--- src/rtl/player_ctl_l_pkg.sv ---
// Shared game definitions for the player controllers: FSM encodings,
// guard-level to sword_pos mapping and the screen geometry behind X_MAX.
package player_ctl_l_pkg;

    typedef enum logic [1:0] {
        GROUND  = 2'd0,
        ASCEND  = 2'd1,
        DESCEND = 2'd2
    } jump_state_t;

    typedef enum logic [1:0] {
        T_IDLE = 2'd0,
        T_OUT  = 2'd1,
        T_BACK = 2'd2
    } thrust_state_t;

    localparam logic [1:0] GUARD_HIGH = 2'd0;
    localparam logic [1:0] GUARD_MID  = 2'd1;
    localparam logic [1:0] GUARD_LOW  = 2'd2;

    localparam int unsigned SWORD_HIGH_POS = 0;
    localparam int unsigned SWORD_MID_POS  = 10;
    localparam int unsigned SWORD_LOW_POS  = 20;

    localparam int unsigned PLAYER_ORIGIN  = 75;
    localparam int unsigned SPRITE_W       = 64;
    localparam int unsigned FIELD_RIGHT    = 966;
    localparam int unsigned THRUST_LEN_DEF = 16;
    // Rightmost offset that keeps origin + sprite + full thrust on the field.
    localparam int unsigned X_MAX_DEF = FIELD_RIGHT - PLAYER_ORIGIN - SPRITE_W - THRUST_LEN_DEF;

    function automatic logic [4:0] guard_to_pos(input logic [1:0] level,
                                                input logic [4:0] mid,
                                                input logic [4:0] low);
        logic [4:0] pos;
        pos = 5'(SWORD_HIGH_POS);
        if (level == GUARD_MID) pos = mid;
        else if (level == GUARD_LOW) pos = low;
        return pos;
    endfunction

endpackage

--- src/rtl/player_ctl_l_frame_tick_gen.sv ---
// Rising-edge detector on vsync: one-cycle frame tick per frame.
module frame_tick_gen (
    input  logic clk,
    input  logic reset,
    input  logic vsync_in,
    output logic tick
);

    logic vsync_d;

    always_ff @(posedge clk or posedge reset) begin
        if (reset) vsync_d <= 1'b0;
        else       vsync_d <= vsync_in;
    end

    assign tick = vsync_in & ~vsync_d;

endmodule

--- src/rtl/player_ctl_l.sv ---
// Left-player motion and pose controller: per-frame position, jump, leg
// animation, sword guard and thrust state feeding the sprite renderer.
module player_ctl_l
    import player_ctl_l_pkg::*;
#(
    parameter int unsigned X_MAX       = X_MAX_DEF,
    parameter int unsigned STEP        = 4,
    parameter int unsigned JUMP_H      = 96,
    parameter int unsigned JUMP_STEP   = 6,
    parameter int unsigned LEG_PERIOD  = 8,
    parameter int unsigned SWORD_MID   = SWORD_MID_POS,
    parameter int unsigned SWORD_LOW   = SWORD_LOW_POS,
    parameter int unsigned THRUST_LEN  = THRUST_LEN_DEF,
    parameter int unsigned THRUST_STEP = 4
) (
    input  logic        clk,
    input  logic        reset,
    input  logic        vsync_in,
    input  logic        move_left,
    input  logic        move_right,
    input  logic        jump,
    input  logic        sword_up,
    input  logic        sword_down,
    input  logic        thrust,
    output logic [11:0] LP_x_pos,
    output logic [11:0] LP_y_pos,
    output logic        change_legs_L,
    output logic [4:0]  sword_pos,
    output logic [11:0] x_sword_pos,
    output logic        airborne
);

    localparam logic [12:0] STEP_W13 = 13'(STEP);
    localparam logic [12:0] XMAX_W13 = 13'(X_MAX);
    localparam logic [11:0] STEP_W   = 12'(STEP);
    localparam logic [11:0] XMAX_W   = 12'(X_MAX);
    localparam logic [12:0] JSTEP13  = 13'(JUMP_STEP);
    localparam logic [12:0] JH13     = 13'(JUMP_H);
    localparam logic [11:0] JSTEP_W  = 12'(JUMP_STEP);
    localparam logic [11:0] JH_W     = 12'(JUMP_H);
    localparam logic [12:0] TSTEP13  = 13'(THRUST_STEP);
    localparam logic [12:0] TLEN13   = 13'(THRUST_LEN);
    localparam logic [11:0] TSTEP_W  = 12'(THRUST_STEP);
    localparam logic [11:0] TLEN_W   = 12'(THRUST_LEN);
    localparam logic [2:0]  LEG_LAST = 3'(LEG_PERIOD - 1);
    localparam logic [4:0]  MID_W    = 5'(SWORD_MID);
    localparam logic [4:0]  LOW_W    = 5'(SWORD_LOW);

    logic tick;

    frame_tick_gen u_tick (
        .clk      (clk),
        .reset    (reset),
        .vsync_in (vsync_in),
        .tick     (tick)
    );

    jump_state_t   jst_q, jst_d;
    thrust_state_t tst_q, tst_d;
    logic [11:0]   x_q, x_d, y_q, y_d, xs_q, xs_d;
    logic [2:0]    cnt_q, cnt_d;
    logic          legs_q, legs_d;
    logic [1:0]    lvl_q, lvl_d;
    logic [4:0]    sword_q, sword_d;
    logic          prev_j_q, prev_j_d, prev_su_q, prev_su_d;
    logic          prev_sd_q, prev_sd_d, prev_th_q, prev_th_d;

    logic          press_j, press_su, press_sd, press_th;
    logic [12:0]   x_sum, y_sum, xs_sum;
    logic          walk_one;

    always_ff @(posedge clk or posedge reset) begin
        if (reset) begin
            jst_q     <= GROUND;
            tst_q     <= T_IDLE;
            x_q       <= '0;
            y_q       <= '0;
            xs_q      <= '0;
            cnt_q     <= '0;
            legs_q    <= 1'b0;
            lvl_q     <= GUARD_HIGH;
            sword_q   <= '0;
            prev_j_q  <= 1'b0;
            prev_su_q <= 1'b0;
            prev_sd_q <= 1'b0;
            prev_th_q <= 1'b0;
        end else begin
            jst_q     <= jst_d;
            tst_q     <= tst_d;
            x_q       <= x_d;
            y_q       <= y_d;
            xs_q      <= xs_d;
            cnt_q     <= cnt_d;
            legs_q    <= legs_d;
            lvl_q     <= lvl_d;
            sword_q   <= sword_d;
            prev_j_q  <= prev_j_d;
            prev_su_q <= prev_su_d;
            prev_sd_q <= prev_sd_d;
            prev_th_q <= prev_th_d;
        end
    end

    always_comb begin
        jst_d     = jst_q;
        tst_d     = tst_q;
        x_d       = x_q;
        y_d       = y_q;
        xs_d      = xs_q;
        cnt_d     = cnt_q;
        legs_d    = legs_q;
        lvl_d     = lvl_q;
        sword_d   = sword_q;
        prev_j_d  = prev_j_q;
        prev_su_d = prev_su_q;
        prev_sd_d = prev_sd_q;
        prev_th_d = prev_th_q;

        press_j  = jump & ~prev_j_q;
        press_su = sword_up & ~prev_su_q;
        press_sd = sword_down & ~prev_sd_q;
        press_th = thrust & ~prev_th_q;
        walk_one = move_left ^ move_right;
        x_sum    = {1'b0, x_q} + STEP_W13;
        y_sum    = {1'b0, y_q} + JSTEP13;
        xs_sum   = {1'b0, xs_q} + TSTEP13;

        if (tick) begin
            prev_j_d  = jump;
            prev_su_d = sword_up;
            prev_sd_d = sword_down;
            prev_th_d = thrust;

            if (move_right && !move_left)
                x_d = (x_sum > XMAX_W13) ? XMAX_W : x_sum[11:0];
            else if (move_left && !move_right)
                x_d = (x_q < STEP_W) ? '0 : x_q - STEP_W;

            // Legs animate only when walking on the ground (pre-update jump state).
            if (jst_q == GROUND && walk_one) begin
                if (cnt_q == LEG_LAST) begin
                    cnt_d  = '0;
                    legs_d = ~legs_q;
                end else begin
                    cnt_d = cnt_q + 3'd1;
                end
            end else begin
                cnt_d  = '0;
                legs_d = 1'b0;
            end

            case (jst_q)
                GROUND: if (press_j) jst_d = ASCEND;
                ASCEND: begin
                    if (y_sum >= JH13) begin
                        y_d   = JH_W;
                        jst_d = DESCEND;
                    end else begin
                        y_d = y_sum[11:0];
                    end
                end
                DESCEND: begin
                    if (y_q <= JSTEP_W) begin
                        y_d   = '0;
                        jst_d = GROUND;
                    end else begin
                        y_d = y_q - JSTEP_W;
                    end
                end
                default: jst_d = GROUND;
            endcase

            if (tst_q == T_IDLE) begin
                if (press_sd && !press_su && lvl_q != GUARD_LOW)
                    lvl_d = lvl_q + 2'd1;
                else if (press_su && !press_sd && lvl_q != GUARD_HIGH)
                    lvl_d = lvl_q - 2'd1;
            end
            sword_d = guard_to_pos(lvl_d, MID_W, LOW_W);

            case (tst_q)
                T_IDLE: if (press_th) tst_d = T_OUT;
                T_OUT: begin
                    if (xs_sum >= TLEN13) begin
                        xs_d  = TLEN_W;
                        tst_d = T_BACK;
                    end else begin
                        xs_d = xs_sum[11:0];
                    end
                end
                T_BACK: begin
                    if (xs_q <= TSTEP_W) begin
                        xs_d  = '0;
                        tst_d = T_IDLE;
                    end else begin
                        xs_d = xs_q - TSTEP_W;
                    end
                end
                default: tst_d = T_IDLE;
            endcase
        end
    end

    assign LP_x_pos      = x_q;
    assign LP_y_pos      = y_q;
    assign change_legs_L = legs_q;
    assign sword_pos     = sword_q;
    assign x_sword_pos   = xs_q;
    assign airborne      = (jst_q != GROUND);

endmodule

--- config.mk ---
export PLATFORM = sky130hd
export DESIGN_NAME = player_ctl_l
export DESIGN_NICKNAME = d
export VERILOG_FILES = /design/src/rtl/player_ctl_l_pkg.sv /design/src/rtl/player_ctl_l_frame_tick_gen.sv /design/src/rtl/player_ctl_l.sv
export SDC_FILE = /design/constraint.sdc
export NUM_CORES = 1
export LEC_CHECK = 0
export ABC_CLOCK_PERIOD_IN_PS = 4250
export CAP_MARGIN = 40
export CORE_MARGIN = 2
export CORE_UTILIZATION = 60
export CTS_CLUSTER_DIAMETER = 200
export DETAILED_ROUTE_END_ITERATION = 10
export PLACE_DENSITY = 0.87
export SYNTH_ARGS = -nofsm -noshare
export SYNTH_HDL_FRONTEND = slang
export SYNTH_SLANG_ARGS = --single-unit
export TNS_END_PERCENT = 50
--- constraint.sdc ---
create_clock -name clk -period 4.25 [get_ports clk]
set_input_delay 0.425 -clock clk [delete_from_list [all_inputs] [get_ports clk]]
set_output_delay 0.425 -clock clk [all_outputs]
set_load 0.05 [all_outputs]
# ---- Word level (Yosys, flattened, before mapping)
# Cells that the tools add are included.
dict set report totals {
  register_bits 56
  wordCells 108
  out_inout_bits 43
}
dict set report classes {
  mux 28
  n_reduce_logical 24
  magnitude_cmp 6
  bitwise 12
  n_addsub 9
  n_eq_ne 15
}
# operator count
set ops {}
lappend ops {{$mux 12} 8}
lappend ops {{$pmux 12 s2} 2}
lappend ops {{$add 12x3->13 const B} 3}
lappend ops {{$sub 12x3->12 const B} 3}
lappend ops {{$le 12x3->1 const B} 2}
lappend ops {{$mux 2} 10}
lappend ops {{$ne 2x2->1 const B} 7}
lappend ops {{$ge 13x5->1 const B} 1}
lappend ops {{$ge 13x7->1 const B} 1}
lappend ops {{$gt 13x10->1 const B} 1}
lappend ops {{$lt 12x3->1 const B} 1}
lappend ops {{$pmux 2 s3} 2}
lappend ops {{$mux 5} 2}
lappend ops {{$reduce_bool 2->1} 5}
lappend ops {{$reduce_and 2->1} 4}
lappend ops {{$reduce_and 4->1} 2}
lappend ops {{$logic_and 1x1->1} 7}
lappend ops {{$eq 2x1->1 const B} 3}
lappend ops {{$eq 2x2->1 const B} 3}
lappend ops {{$mux 3} 2}
lappend ops {{$not 1->1} 6}
lappend ops {{$and 1x1->1} 5}
lappend ops {{$logic_not 1->1} 4}
lappend ops {{$logic_not 2->1} 2}
lappend ops {{other kinds (7)} 8}

# ---- Logic depth before layout (Yosys ltp)
# Gate-level depths: netlist of run 1.
dict set report logic_depth {
  ltp_word 12
  depth_mapped 9
}

# ---- By module
# Synthesis of run 1 repeated with hierarchy kept, for this count alone.
dict set report unflattened {
  hier_cells 449
  area_unflattened_um2 3957.5
}
# mod cells_per_inst area_per_inst_um2 n_inst seq_area_each_um2
set by_module_without_submodules {}
lappend by_module_without_submodules {player_ctl_l 446 3915.0 1 1201.2}
lappend by_module_without_submodules {frame_tick_gen 3 42.5 1 25.0}

# ---- Worst setup path after synthesis of run 1
# Ideal clock, no wire load.
dict set report synth_timing {
  path_type {register to register}
  from {reg x_q[2] (netlist: LP_x_pos[2])}
  to {reg x_q[7] (netlist: LP_x_pos[7])}
  t_arrival_ns 2.681
  slack_ns 1.446
  setup_time_ns 0.124
  path_stages_with_launch 10
  required_time_ns 4.126
  path_buffers 1
  period_less_slack_ns 2.804
  path_cell_list {dfrtp_1 > clkbuf_1 > inv_1 > ha_1 > or3b_2 > nor4_1 > or2_2 > o21ai_0 > a21oi_1 > o21ai_1}
}
dict set report synth_between {
  elab_chain_cells 4
}
# item line_no
set synth_rtl {}
lappend synth_rtl {{start, declared} player_ctl_l.sv:60} ;# logic [11:0] x_q, x_d, y_q, y_d, xs_q, xs_d;
lappend synth_rtl {{start signal, assigned} player_ctl_l.sv:76} ;# x_q <= '0;
lappend synth_rtl {{start signal, assigned} player_ctl_l.sv:90} ;# x_q <= x_d;
lappend synth_rtl {{$add 12x3->13, or another cell as far along} player_ctl_l.sv:124} ;# x_sum = {1'b0, x_q} + STEP_W13;
lappend synth_rtl {{$gt 13x10->1 / $mux 12 (equally long branches)} {player_ctl_l.sv:135, player_ctl_l.sv:137}}
lappend synth_rtl {{$mux 12, on equally long branches} {player_ctl_l.sv:135, player_ctl_l.sv:136}}
lappend synth_rtl {{$mux 12 (*)} player_ctl_l.sv:134} ;# if (move_right && !move_left)
# Every way passes the cells marked *; elsewhere a longest branch is shown, timed or not. The select of a mux whose other input is x is not followed.
# A chain may end at the register's enable or synchronous reset.

# ---- Final worst setup path of run 1
dict set report layout_timing {
  from {reg xs_q[5] (netlist: x_sword_pos[5])}
  to {reg tst_q[0]}
}
dict set report layout_between {
  elab_chain_cells 4
}
# item line_no
set layout_rtl {}
lappend layout_rtl {{start, declared} player_ctl_l.sv:60}
lappend layout_rtl {{start signal, assigned} player_ctl_l.sv:92} ;# xs_q <= xs_d;
lappend layout_rtl {{$add 12x3->13} player_ctl_l.sv:126} ;# xs_sum = {1'b0, xs_q} + TSTEP13;
lappend layout_rtl {{$ge 13x5->1} player_ctl_l.sv:184} ;# if (xs_sum >= TLEN13) begin
lappend layout_rtl {{$ne 2x2->1 (no source line)} -}
lappend layout_rtl {{$reduce_and 4->1 (no source line) (*)} -}
lappend layout_rtl {{end signal, assigned} player_ctl_l.sv:89} ;# tst_q <= tst_d;
lappend layout_rtl {{end, declared} player_ctl_l.sv:59} ;# thrust_state_t tst_q, tst_d;
# Every way passes the cells marked *; elsewhere a longest branch is shown, timed or not.

==> summary.txt, run 1 <==
Timing
  – Final hold vios: 0
  – RSZ-0062 raised after global routing: false
  – Min Tclk post-route: 3.04 ns
  – Final setup fails: 0
  – Fin crit share: 0.714
  – Fmax: roughly 330 MHz
  – WHS: 0.367 ns
  – Clock Skew: 0.0105 ns
  – Setup ws final: 1.21 ns
  – Worst Tran Pin Value: 0.956 ns
  – Setup_tns: 0 ns
  – Max Slew Vio Count: 0
  – Max transition margin: 0.357

Synth
  – Compound-Gate Fraction of Synth Area: 0.255
  – Yosys reg bits: 49
  – Synth top area share: 0.334
  – Syn_area_per_cell: approximately 8.1 um2
  – Asr flop ratio synth: 1.00
  – Mux cell area share after synthesis: 0.0112
  – Count leader, synth: dfrtp_1
  – Syn. warnings: 0
  – Ys flop type: dfrtp_1
  – Most area-consuming cells after synthesis: dfrtp_1, ha_1, o21ai_0
  – Simple-gate area share of the yosys netlist: 0.238
  – Netlist cell types: 66
  – Netlist Area Pre-Place: 0.00367 mm2
  – Synth Area in XOR/XNOR: 0.0215
  – Syn Inst Count: 452
  – Largest family of logic cells by synthesized area: compound AO/OA/AOI/OAI gates
  – Post-synth top cells: dfrtp_1, nand2_1, nor2_1, clkbuf_1, o21ai_0
  – EDFF count, synth: 0
  – Seq/Total Area, Yosys: 0.334
  – Synth area leader: dfrtp_1
  – Synth Area in Adders: 0.0648

Pwr
  – Overall Power: 3.32 mW
  – Max VDD drop: 0.000450 V
  – Leak pwr: 1.71 nW
  – Pwr/cell area: 794 mW/mm2

Drt
  – WL per Instance: 15.7 um
  – Routed vias: 3516
  – 1st-iter DRT viols: 257
  – Detail Route Antenna Nets: 0
  – # DRC: 0
  – Detailed Route WL: 8610 um
  – DR vias/cell: 6.43
  – First-pass DRT Iterations: 5

Clocking
  – TritonCTS buffer count: 5
  – CTS tree: done
  – Worst skew pair latency: 0.32 ns
  – Post-CTS setup buffer count: 0
  – Clock Tree Root: clkbuf_8
  – Hold_buf cts: 0
  – Post-CTS Resized: 0
  – Sink Count: 49
  – CTS clk-pin slew, worst paths: 0.11 ns
  – Max Buffers Root-to-Sink: 2
  – H-tree depth: 2

Worst setup path
  – WP data arrival: 3.25 ns
  – Worst setup EP type: flip-flop
  – Cells along the critical path: or4_1 > or3_4 > o41ai_4 > nand3_2 > a21oi_2 > mux2_1
  – FF-to-FF setup slack: 1.21 ns
  – Slowest-stage cell, CP: or4_1
  – Largest stage delay, worst path: 0.68 ns
  – Critical path's top delay family: simple AND/OR/NAND/NOR gates
  – Buf+Inv Stages, Crit Path: 0
  – Crit Path Category: flip-flop to flip-flop
  – Required @ worst endpoint: 4.46 ns
  – Setup crit start kind: flip-flop
  – Crit path max fanout: 14

Outcome
  – Status: finished, final reports clean

Global route
  – Vias in the first global route: around 3.2k
  – GRT Total Usage: 0.271
  – Initial antenna violation count: 0
  – Largest net degree at the start of global routing: 39
  – Global route overflow: 0
  – First-pass GRT wire length: 14500 um

Placed design
  – IO buf count: 47
  – DP HPWL: 6060 um
  – DP Area: 0.00409 mm2
  – Dpl ws: 1.24 ns
  – Final Wtd Congestion: 0.882

Floorplan
  – Die Span Y: 82.2 um
  – Die Width: 82.2 um
  – Core Area: 0.00592 mm2
  – Row Count: 28
  – Initial Utilization: 0.620
  – I/O pins: 52
  – Die ar.: around 0.0068 mm2

Job
  – Max Cap Viol: 0

Layout
  – Post-route cell area: 0.00418 mm2
  – Layout cells sized above 1: 0.0487
  – Diode count: 0
  – Synthesis-to-finish area growth: 13.9%
  – # nets final: about 500

Hold path
  – HP Class: input port to async pin
## metrics by stage
stage               instances   util
global route              547  0.706
CTS                       547  0.706
global placement          538  0.687
finish                    547  0.706
detailed placement        539  0.690
floorplan                 455      -
## kinds of logic after synthesis
logic type | after synthesis
multiplexers | 4
buffers and inverters | 64
flip-flops | 49
AO/OA/AOI/OAI | 140
adder cells (fa/ha/maj) | 19
AND/OR/NAND/NOR | 166
other | 1
XOR/XNOR | 9
## where the power goes
group / switching [mW] / leakage [nW] / internal, mW
clock: 0.178 / 0.0506 / 0.123
sequential: 0.347 / 0.627 / 0.624
combinational: 1.30 / 1.03 / 0.753
## state kept, by name, indices dropped and copies added, names as in the netlist
register	cells
LP_x_pos	11
LP_y_pos	11
x_sword_pos	10
cnt_q	3
jst_q	2
lvl_q	2
sword_pos	2
tst_q	2
change_legs_L	1
prev_j_q	1
prev_sd_q	1
prev_su_q	1
prev_th_q	1
u_tick.vsync_d	1
## area by class of cell
class	instances	area (um2)
inverter	25	93.8
clock buffer	5	68.8
sequential	49	1230
timing repair buffer	48	490
fill	486	1740
clock inverter	3	28.8
tap	75	93.8
multi-input combinational	342	2180
## routing by layer
metal | up-vias | share of wire | global-route usage
li1 | 1679 | - | -
met1 | 1647 | 0.44 | 0.363
met2 | 167 | 0.48 | 0.446
met3 | 23 | 0.060 | 0.0402
met4 | 0 | 0.019 | 0.0967
met5 | - | 0 | 0
## worst paths after layout
path	depth (start not counted)	startpoint	end
worst min register to register	2	prev_j_q	prev_j_q
worst min-delay path	2	reset	LP_x_pos[9]
max in group asynchronous	3	reset	LP_y_pos[4]
worst max register to register	6	x_sword_pos[5]	tst_q[0]
worst max-delay path	6	x_sword_pos[5]	tst_q[0]
min in group clk	2	prev_j_q	prev_j_q
## cell usage in the layout, fill, tap and decap left out, types with 3 or more instances in the layout
master | Yosys | final
conb_1 | 1 | 4
ha_1 | 19 | 19
a31oi_1 | 6 | 6
a32oi_1 | 3 | 3
or2_2 | 4 | 4
clkbuf_8 | 0 | 5
o21ai_0 | 28 | 28
nor4_1 | 9 | 9
nand3_1 | 12 | 12
o21a_1 | 3 | 3
o41ai_1 | 4 | 4
or3_4 | 3 | 3
nor2_1 | 35 | 35
nor2b_1 | 5 | 5
inv_1 | 25 | 24
nand2b_1 | 8 | 8
dfrtp_1 | 49 | 49
a21oi_1 | 25 | 25
nor3_1 | 19 | 19
a211oi_1 | 5 | 5
xnor2_1 | 7 | 7
a22o_1 | 5 | 5
o31ai_1 | 11 | 11
o21ai_1 | 23 | 23
nor3b_1 | 4 | 4
clkdlybuf4s50_1 | 0 | 47
or3_1 | 7 | 7
mux2i_1 | 3 | 3
nand2_1 | 37 | 37
o211ai_1 | 3 | 3
nand4_1 | 4 | 4
Power figures use the tool's default switching activity.
==> run 2: changes to the inputs <==
--- a/config.mk
+++ b/config.mk
@@ -5,13 +5,13 @@
 export SDC_FILE = /design/constraint.sdc
 export NUM_CORES = 1
 export LEC_CHECK = 0
-export ABC_CLOCK_PERIOD_IN_PS = 4250
+export ABC_CLOCK_PERIOD_IN_PS = 2760
 export CAP_MARGIN = 40
 export CORE_MARGIN = 2
-export CORE_UTILIZATION = 60
+export CORE_UTILIZATION = 50
 export CTS_CLUSTER_DIAMETER = 200
 export DETAILED_ROUTE_END_ITERATION = 10
-export PLACE_DENSITY = 0.87
+export PLACE_DENSITY = 0.77
 export SYNTH_ARGS = -nofsm -noshare
 export SYNTH_HDL_FRONTEND = slang
 export SYNTH_SLANG_ARGS = --single-unit
==> constraint.sdc (replaced) <==
create_clock -name clk -period 2.76 [get_ports clk]
set_input_delay 0.276 -clock clk [delete_from_list [all_inputs] [get_ports clk]]
set_output_delay 0.276 -clock clk [all_outputs]
set_load 0.05 [all_outputs]
==> run 2 against run 1 <==
Compared with the run above: final cell count rose by 8.8%; sequential power up 41%; clock power is 55% higher; first-iteration DRC count is 47% lower; sequential share of layout area is 1.4 points lower; setup slack worse by 0.99 ns; largest power group unchanged.
==> summary.txt, run 2 (same netlist as run 1, synthesis figures left out) <==
Pwr
  – Max VDD drop: 0.000695 V
  – Leak pwr: 1.83 nW
  – Overall Power: roughly 5.3 mW
  – Pwr/cell area: between 1000 and 1500 mW/mm2

Clocking
  – CTS tree: done
  – Post-CTS setup buffer count: 0
  – Worst skew pair latency: 0.30 ns
  – Post-CTS Resized: 0
  – Sink Count: 49
  – TritonCTS buffer count: 5
  – Clock Tree Root: clkbuf_8
  – Hold_buf cts: 0
  – H-tree depth: 2
  – Max Buffers Root-to-Sink: 2
  – CTS clk-pin slew, worst paths: ~0.1 ns

Layout
  – Layout cells sized above 1: 0.0988
  – Synthesis-to-finish area growth: 19.9%
  – Multi-input logic area: 0.00219 mm2
  – Diode count: 0
  – Fillers: 629
  – Commonest non-fill, non-tap cells in the layout: dfrtp_1, clkdlybuf4s50_1, nand2_1, nor2_1, o21ai_0
  – Sequential Area: 0.00123 mm2
  – Commonest non-fill, non-tap cell in the layout: dfrtp_1
  – # nets final: approximately 520

Floorplan
  – Die Width: 89.7 um
  – Die Span Y: 89.7 um
  – Die ar.: 0.00804 mm2
  – Initial Utilization: 0.512
  – I/O pins: 52
  – Core Area: 0.00718 mm2
  – Row Count: 31

Worst setup path
  – Setup crit start kind: flip-flop
  – Cells along the critical path: inv_1 > ha_1 > or3b_2 > nor4_2 > or2_2 > o21ai_0 > a21oi_1 > o21ai_1
  – Largest stage delay, worst path: ~0.53 ns
  – Worst setup EP type: flip-flop
  – WP data arrival: 2.73 ns
  – Crit path max fanout: 10
  – Required @ worst endpoint: roughly 3.0 ns
  – Buf+Inv Stages, Crit Path: 1
  – Critical path's top delay family: simple AND/OR/NAND/NOR gates
  – Crit Path Category: flip-flop to flip-flop
  – Slowest-stage cell, CP: nor4_2

Drt
  – First-pass DRT Iterations: 4
  – Routed vias: 3501
  – 1st-iter DRT viols: 135
  – DR vias/cell: 5.88
  – Detail Route Antenna Nets: 0
  – Detailed Route WL: 8780 um
  – WL per Instance: 14.7 um
  – # DRC: 0

Job
  – Max Cap Viol: 0

Global route
  – GRT Total Usage: 0.227
  – Largest net degree at the start of global routing: 31
  – Initial antenna violation count: 0
  – First-pass GRT wire length: 14800 um
  – Vias in the first global route: 3268
  – Global route overflow: 0

Timing
  – Fin crit share: 0.919
  – Final setup fails: 0
  – Max transition margin: 0.640
  – Setup_tns: 0 ns
  – RSZ-0062 raised after global routing: false
  – Clock Skew: 0.00756 ns
  – Fmax: 394 MHz
  – Min Tclk post-route: around 2.5 ns
  – Final hold vios: 0
  – Worst Tran Pin Value: 0.536 ns
  – Max Slew Vio Count: 0

Hold path
  – HP Class: input port to async pin

Outcome
  – Status: finished, final reports clean

Placed design
  – Final Wtd Congestion: 0.907
  – IO buf count: 47
  – DP HPWL: about 6300 um
## run 2: cell types whose count changed in the layout (fill, tap and decap cells not counted)
cell	previous run	this run
buf_4	0	24
clkbuf_8	5	6
dfrtp_1	49	48
dfrtp_2	0	1
inv_8	1	0
nor4_1	9	8
nor4_2	0	1
## run 2: path summary, 6_finish.rpt
| kind | start | endpoint | slack, ns | cells past startpoint |
|---|---|---|---|---|
| max in group asynchronous | reset | LP_x_pos[9] | 1.91 | 3 |
| min in group clk | vsync_in | u_tick.vsync_d | 0.46 | 1 |
| setup / recovery | LP_x_pos[3] | LP_x_pos[7] | 0.22 | 8 |
| hold / removal | reset | cnt_q[2] | 0.34 | 2 |
| setup reg to reg | LP_x_pos[3] | LP_x_pos[7] | 0.22 | 8 |
| hold reg to reg | prev_sd_q | prev_sd_q | 0.49 | 2 |
## run 2: layout make-up
| class | count | area share |
|---|---|---|
| multi-input cells | 342 | 0.497 |
| flip-flops and latches | 49 | 0.279 |
| repair buffers | 72 | 0.152 |
| well taps | 99 | 0.0281 |
| inverters | 25 | 0.0213 |
| clock buffers | 6 | 0.0188 |
| clock inverters | 2 | 0.00398 |
## run 2: metal layers
| metal | up-vias | GRT usage | routed length (um) |
|---|---|---|---|
| met5 | - | 0 | 0 |
| met1 | 1674 | 0.305 | 3980 |
| met3 | 6 | 0.0338 | 437 |
| met4 | 0 | 0.0556 | 60 |
| met2 | 102 | 0.385 | 4300 |
| li1 | 1719 | - | - |
## run 2: where the power goes
group / internal [mW] / switching, mW
logic: 1.31 / 2.14
registers: 0.964 / 0.407
clock network: 0.209 / 0.258
total: 2.48 / 2.80
## run 2: through the flow
stage          cells  setup slack (ns)   util  hold slack, ns  cell area (um2)
2_1_floorplan    455            0.0585      -           0.307             3690
3_3_place_gp     587             0.321  0.600           0.459             4300
3_5_place_dp     587             0.260  0.600           0.475             4300
4_1_cts          595             0.232  0.614           0.350             4400
5_1_grt          595            0.0669  0.614           0.364             4400
6_report         595             0.223  0.614           0.343             4400
==> run 3: changes to the inputs <==
--- a/config.mk
+++ b/config.mk
@@ -5,8 +5,7 @@
 export SDC_FILE = /design/constraint.sdc
 export NUM_CORES = 1
 export LEC_CHECK = 0
-export ABC_CLOCK_PERIOD_IN_PS = 2760
-export CAP_MARGIN = 40
+export CAP_MARGIN = 20
 export CORE_MARGIN = 2
 export CORE_UTILIZATION = 50
 export CTS_CLUSTER_DIAMETER = 200
==> results of run 3 <==
The final DEF is identical to that of run 2; final timing and power are the same.
